File: config.mk
export PLATFORM = sky130hd
export DESIGN_NAME = empaquetador_pixeles_mem
export DESIGN_NICKNAME = d
export VERILOG_FILES = /design/src/rtl/empaquetador_pixeles_mem_pkg.sv /design/src/rtl/empaquetador_pixeles_mem_ranura_palabra.sv /design/src/rtl/empaquetador_pixeles_mem.sv
export SDC_FILE = /design/constraint.sdc
export NUM_CORES = 1
export LEC_CHECK = 0
export ABC_AREA = 1
export CORE_ASPECT_RATIO = 1.75
export CORE_MARGIN = 2
export CORE_UTILIZATION = 41
export CTS_CLUSTER_SIZE = 30
export DETAILED_ROUTE_END_ITERATION = 12
export PLACE_DENSITY = 0.69
export SYNTH_ARGS = -nofsm -noshare
export SYNTH_HDL_FRONTEND = slang
export SYNTH_SLANG_ARGS = --single-unit
File: constraint.sdc
create_clock -name clk -period 2.9 [get_ports clk]
set_clock_uncertainty 0.05 [all_clocks]
set_input_delay 0.435 -clock clk [delete_from_list [all_inputs] [get_ports clk]]
set_output_delay 0.435 -clock clk [all_outputs]
set_load 0.005 [all_outputs]
File: src/rtl/empaquetador_pixeles_mem_pkg.sv
// Shared constants and types for the pixel packer and the pixel read buffer.
// Both blocks use the same MSB-first lane order and state encoding.
package empaquetador_pixeles_mem_pkg;

    localparam int unsigned DEF_MEM_WORD_BITS   = 32;
    localparam int unsigned DEF_PIXEL_BITS      = 8;
    localparam int unsigned DEF_PIXELS_PER_WORD = DEF_MEM_WORD_BITS / DEF_PIXEL_BITS;

    typedef enum logic [1:0] {
        E_VACIO = 2'd0,
        E_UNO   = 2'd1,
        E_LLENO = 2'd2
    } estado_t;

    // Lane k occupies [lane_lsb + PIXEL_BITS - 1 : lane_lsb]; lane 0 is the MSB lane.
    function automatic int unsigned lane_lsb(input int unsigned word_bits,
                                             input int unsigned pix_bits,
                                             input int unsigned k);
        return word_bits - pix_bits * (k + 1);
    endfunction

endpackage

File: src/rtl/empaquetador_pixeles_mem_ranura_palabra.sv
// One word slot of the ping-pong pair: lane writes, zero-pad on close,
// clear on consume. Exposes both the registered word and its next value.
module ranura_palabra
    import empaquetador_pixeles_mem_pkg::*;
#(
    parameter int unsigned MEM_WORD_BITS = DEF_MEM_WORD_BITS,
    parameter int unsigned PIXEL_BITS    = DEF_PIXEL_BITS,
    parameter int unsigned LANE_W        = 2
) (
    input  logic                     clk,
    input  logic                     reset,
    input  logic                     wr_en,
    input  logic [LANE_W-1:0]        lane,
    input  logic [PIXEL_BITS-1:0]    pixel,
    input  logic                     close,
    input  logic [LANE_W:0]          keep,
    input  logic                     clear,
    output logic [MEM_WORD_BITS-1:0] word_q,
    output logic                     full_q,
    output logic [MEM_WORD_BITS-1:0] word_c
);

    localparam int unsigned PIXELS_PER_WORD = MEM_WORD_BITS / PIXEL_BITS;
    localparam int unsigned KEEP_W          = LANE_W + 1;

    logic [MEM_WORD_BITS-1:0] word_d;
    logic                     full_d;

    // Pixel write happens before the pad, so a closing pixel survives the pad.
    always_comb begin
        word_d = word_q;
        full_d = full_q;
        if (clear) begin
            word_d = '0;
            full_d = 1'b0;
        end else begin
            for (int i = 0; i < int'(PIXELS_PER_WORD); i++) begin
                if (wr_en && (lane == LANE_W'(i))) begin
                    word_d[lane_lsb(MEM_WORD_BITS, PIXEL_BITS, i) +: PIXEL_BITS] = pixel;
                end
            end
            if (close) begin
                for (int i = 0; i < int'(PIXELS_PER_WORD); i++) begin
                    if (KEEP_W'(i) >= keep) begin
                        word_d[lane_lsb(MEM_WORD_BITS, PIXEL_BITS, i) +: PIXEL_BITS] = '0;
                    end
                end
                full_d = 1'b1;
            end
        end
    end

    assign word_c = word_d;

    always_ff @(posedge clk) begin
        if (reset) begin
            word_q <= '0;
            full_q <= 1'b0;
        end else begin
            word_q <= word_d;
            full_q <= full_d;
        end
    end

endmodule

File: src/rtl/empaquetador_pixeles_mem.sv
// Packs filter pixels MSB-first into memory words through an A/B slot pair
// and hands finished words to the memory writer with a valid/taken handshake.
module empaquetador_pixeles_mem
    import empaquetador_pixeles_mem_pkg::*;
#(
    parameter int unsigned MEM_WORD_BITS = DEF_MEM_WORD_BITS,
    parameter int unsigned PIXEL_BITS    = DEF_PIXEL_BITS
) (
    input  logic                     clk,
    input  logic                     reset,
    input  logic [PIXEL_BITS-1:0]    pixel_in,
    input  logic                     pixel_valid,
    output logic                     pixel_ready,
    input  logic                     flush,
    output logic [MEM_WORD_BITS-1:0] memory_data,
    output logic                     word_valid,
    input  logic                     word_taken
);

    localparam int unsigned PIXELS_PER_WORD = MEM_WORD_BITS / PIXEL_BITS;
    localparam int unsigned KW     = (PIXELS_PER_WORD > 1) ? $clog2(PIXELS_PER_WORD) : 1;
    localparam int unsigned KEEP_W = KW + 1;

    estado_t                  state_q, state_d;
    logic [KW-1:0]            k_q, k_d;
    logic                     fill_ptr_q, fill_ptr_d;
    logic                     rd_ptr_q, rd_ptr_d;
    logic                     flush_pend_q, flush_pend_d;
    logic                     pixel_ready_q, pixel_ready_d;
    logic                     word_valid_q, word_valid_d;
    logic [MEM_WORD_BITS-1:0] memory_data_q, memory_data_d;

    logic                     accept, consume, flush_req, last_lane;
    logic                     pixel_close, flush_close, close, fill_full;
    logic [KEEP_W-1:0]        keep;

    logic [MEM_WORD_BITS-1:0] word_a_q, word_b_q, word_a_c, word_b_c;
    logic                     full_a_q, full_b_q;

    always_comb begin
        fill_full = fill_ptr_q ? full_b_q : full_a_q;
        accept    = pixel_valid && pixel_ready_q && !fill_full;
        consume   = word_valid_q && word_taken;
        flush_req = flush || flush_pend_q;
        last_lane = (k_q == KW'(PIXELS_PER_WORD - 1));

        // A lane-3 pixel already completes the word; a flush alongside it adds nothing.
        pixel_close = accept && last_lane;
        flush_close = pixel_ready_q && flush_req && (accept || (k_q != '0)) && !pixel_close;
        close       = pixel_close || flush_close;
        keep        = KEEP_W'(k_q) + KEEP_W'(accept);

        // A flush that arrives while both slots are full waits for a free slot.
        flush_pend_d = !pixel_ready_q && flush_req;

        k_d = k_q;
        if (close) begin
            k_d = '0;
        end else if (accept) begin
            k_d = k_q + KW'(1);
        end

        fill_ptr_d = fill_ptr_q ^ close;
        rd_ptr_d   = rd_ptr_q ^ consume;

        state_d = state_q;
        case (state_q)
            E_VACIO: if (close) state_d = E_UNO;
            E_UNO: begin
                if (close && !consume) begin
                    state_d = E_LLENO;
                end else if (consume && !close) begin
                    state_d = E_VACIO;
                end
            end
            E_LLENO: if (consume && !close) state_d = E_UNO;
            default: state_d = E_VACIO;
        endcase

        pixel_ready_d = (state_d != E_LLENO);
        word_valid_d  = (state_d != E_VACIO);
        memory_data_d = rd_ptr_d ? word_b_c : word_a_c;
    end

    ranura_palabra #(
        .MEM_WORD_BITS (MEM_WORD_BITS),
        .PIXEL_BITS    (PIXEL_BITS),
        .LANE_W        (KW)
    ) u_ranura_a (
        .clk    (clk),
        .reset  (reset),
        .wr_en  (accept && !fill_ptr_q),
        .lane   (k_q),
        .pixel  (pixel_in),
        .close  (close && !fill_ptr_q),
        .keep   (keep),
        .clear  (consume && !rd_ptr_q),
        .word_q (word_a_q),
        .full_q (full_a_q),
        .word_c (word_a_c)
    );

    ranura_palabra #(
        .MEM_WORD_BITS (MEM_WORD_BITS),
        .PIXEL_BITS    (PIXEL_BITS),
        .LANE_W        (KW)
    ) u_ranura_b (
        .clk    (clk),
        .reset  (reset),
        .wr_en  (accept && fill_ptr_q),
        .lane   (k_q),
        .pixel  (pixel_in),
        .close  (close && fill_ptr_q),
        .keep   (keep),
        .clear  (consume && rd_ptr_q),
        .word_q (word_b_q),
        .full_q (full_b_q),
        .word_c (word_b_c)
    );

    always_ff @(posedge clk) begin
        if (reset) begin
            state_q       <= E_VACIO;
            k_q           <= '0;
            fill_ptr_q    <= 1'b0;
            rd_ptr_q      <= 1'b0;
            flush_pend_q  <= 1'b0;
            pixel_ready_q <= 1'b1;
            word_valid_q  <= 1'b0;
            memory_data_q <= '0;
        end else begin
            state_q       <= state_d;
            k_q           <= k_d;
            fill_ptr_q    <= fill_ptr_d;
            rd_ptr_q      <= rd_ptr_d;
            flush_pend_q  <= flush_pend_d;
            pixel_ready_q <= pixel_ready_d;
            word_valid_q  <= word_valid_d;
            memory_data_q <= memory_data_d;
        end
    end

    assign pixel_ready = pixel_ready_q;
    assign word_valid  = word_valid_q;
    assign memory_data = memory_data_q;

endmodule

==> run_results.csv <==
group,metric,value,unit
timing,period_needed,2.63,ns
placed_design,io_buffers,46,
die,core-area,0.0119,mm²
hold_path,hold_start,"pixel_ready",
critical_path,crit_type,"in -> reg",
power_and_ir_drop,clockPowerShare,31.4,%
critical_path,cp-end-kind,"register",
global_routing,grt_pass1_wl,19900,µm
global_routing,grt_pass1_vias,4054,
outcome,outcome,"finished clean",
die,die_w,86.9,µm
yosys,synth_cells,708,
routing,num_vias,4455,
die,std_cell_rows,53,
yosys,synth_area_per_cell,6.97,µm²
power_and_ir_drop,p_per_area,644,mW/mm²
hold_path,min_to,"flush_pend_q",
power_and_ir_drop,internal_power,2580,µW
cts,postCtsSetupBuffers,0,
timing,rsz0062_at_grt,"no",
cts,clock_latency,0.34,ns
critical_path,cp-start-kind,"input port",
finish,final_common_cell,"nand2_1",
critical_path,r2r_end,"memory_data[13]",
power_and_ir_drop,seq_power_share,44.4,%
timing,period_share,90.5,%
cts,clkTransAtPathRegs,0.06,ns
finish,antennaDiodeCount,0,
global_routing,antenna_found_initial,0,
routing,drcViolationCount,0,
critical_path,cpMostUsedCell,"nand2_1",
critical_path,path_cells,"clkdlybuf4s50_1 -> nand2_1 -> inv_1 -> nand3_1 -> nand2_1 -> nand2_1 -> inv_1 -> ha_1 -> a21oi_1 -> nand3_1 -> nand2_1 -> nand2_1 -> inv_1",
yosys,synthesis.area,0.00493,mm²
finish,area_delta_synth_final,16.1,%
yosys,yosysSeqAreaShare,43.4,%
global_routing,grt_usage,19.6,%
yosys,syn-num-nets,733,
critical_path,cp_max_fo,8,
power_and_ir_drop,swShare,30.0,%
routing,drt-total-wl,12100,µm
global_routing,grt_max_degree,59,
routing,wire_per_inst,13.7,µm
cts,cts_max_level,3,
critical_path,critPathLaunch,"pixel_valid",
routing,ant_nets,0,
die,ioPinCount,47,
die,die_h,149,µm
cts,cts-root-buf,"clkbuf_16",
finish,layout-drive-gt1-share,7.51,%
critical_path,rrSetupSlack,0.42,ns
power_and_ir_drop,p_sw,1110,µW
finish,mostFrequentLayoutCells,"164 x nand2_1, 112 x inv_1, 107 x dfxtp_1",
timing,hold_viol_final,0,
critical_path,reg2reg_depth,14,
cts,ctsLongestPathBuffers,2,
cts,tritoncts,"built",
timing,slew_headroom,53.4,%
timing,finalSetupViolations,0,
timing,tns,0,ns
timing,tightest_slew,0.698,ns
power_and_ir_drop,power_frac_comb,24.2,%
timing,finalMaxSlewViolations,0,
critical_path,timing.rr.start,"fill_ptr_q",
placed_design,place_congestion,0.807,
finish,layout.nets,767,
die,initial_utilization,41.6,%
critical_path,slowest_delay,0.59,ns
timing,max_freq,381,MHz
critical_path,crit_required,3.14,ns
global_routing,overflow,0,
power_and_ir_drop,power,3690,µW
power_and_ir_drop,leakage,0.00285,µW
critical_path,crit_slowest_cell,"a21oi_1",
routing,via_per_inst,5.05,
hold_path,hold_path_depth,1,
cts,cts_made_buffers,9,
flow_run,maxCapViolCount,0,
yosys,ys_warn_count,0,
hold_path,hold_class,"reg -> reg",
critical_path,arrival,2.87,ns
placed_design,dp_hpwl,7900,µm
routing,dr.first_iter.drc_count,427,
yosys,synthDistinctLibCells,27,
routing,dr.pass1.iters,5,
power_and_ir_drop,peakVddDrop,0.342,mV
yosys,synth-seq-cells,107,
die,die-area,0.0130,mm²
cts,cts.sinks,107,
-- power groups by stage --
| stage | Sequential, µW | Clock, µW | Combinational (µW) |
|---|---|---|---|
| final | 1640 | 1160 | 893 |
| after detailed placement | 1670 | 0 | 891 |
| after CTS | 1640 | 1190 | 894 |
| after floorplan | 1670 | 0 | 581 |
| after global placement | 1670 | 0 | 877 |
| after global routing | 1650 | 1250 | 999 |
-- metal layers --
layer  share of wire (%)  vias to the layer above  GRT usage (%)
met5                   0                        -              0
met4                 3.0                        0           8.28
met3                 4.1                       26           3.10
met2                  52                      135           33.5
met1                  41                     2027           24.0
li1                    -                     2267              -
-- worst max-delay path, delay by kind of cell --
family                   cells  cell delay, ns
AO/OA/AOI/OAI                1            0.59
adder cells (fa/ha/maj)      1            0.25
AND/OR/NAND/NOR              7            0.92
buffers and inverters        4            0.68
-- registers in the layout, summed over array words and instances (netlist names) --
signal             flops
memory_data           32
u_ranura_a.full_q      1
word_valid             1
u_ranura_a.word_q     32
u_ranura_b.word_q     32
fill_ptr_q             1
state_q                2
rd_ptr_q               1
u_ranura_b.full_q      1
flush_pend_q           1
pixel_ready            1
k_q                    2
-- worst max path at each step --
stage,to,slack [ns],cells after the start
final,memory_data[7],0.27,13
after global routing,memory_data[19],0.04,13
after CTS,memory_data[2],0.23,13
after detailed placement,memory_data[22],-0.11,13
after global placement,memory_data[1],-0.06,13
after floorplan,memory_data[10],0.48,14
-- kinds of logic after synthesis --
kind of cell,count (synthesis),synth area share (%)
AO/OA/AOI/OAI,31,3.19
adder cells (fa/ha/maj),12,3.04
buffers and inverters,159,13.8
flip-flops,107,43.4
AND/OR/NAND/NOR,399,36.5
-- metrics by stage --
| step | setup WS [ns] | std cells | hold WS, ns | cell area (µm²) | util, % |
|---|---|---|---|---|---|
| after global placement | -0.0632 | 868 | 0.428 | 5440 | 45.8 |
| after CTS | 0.235 | 883 | 0.455 | 5720 | 48.2 |
| after detailed placement | -0.106 | 868 | 0.433 | 5440 | 45.8 |
| after global routing | 0.0353 | 883 | 0.464 | 5730 | 48.3 |
| after floorplan | 0.484 | 708 | 0.423 | 4930 | - |
| final | 0.274 | 883 | 0.449 | 5730 | 48.3 |
-- cells in the mapped netlist (all sizes together) --
cell type	instances	area share, %
inv	121	9.2
nand4	35	4.4
nand2	167	13
ha	12	3.0
nor3	4	0.63
a21o	1	0.15
clkbuf	16	1.2
nor2	89	7.3
nand3	104	11
a21oi	27	2.7
o21ai	3	0.30
clkinv	1	0.076
dfxtp	107	43
buf	21	3.3
-- cell type report --
cell class / instances / area [µm²]
clock buffers: 13 / 270
fillers: 1187 / 6140
inverters: 122 / 458
multi-input cells: 442 / 2120
repair buffers: 60 / 561
well taps: 137 / 171
clock inverters: 2 / 10.0
flip-flops and latches: 107 / 2140
-- timing repair --
item | CTS | global route
resized for setup | 0 | 2
endpoints found under the setup margin | 0 | 7
hold buffers | 0 | 0
Power figures use the tool's default switching activity.
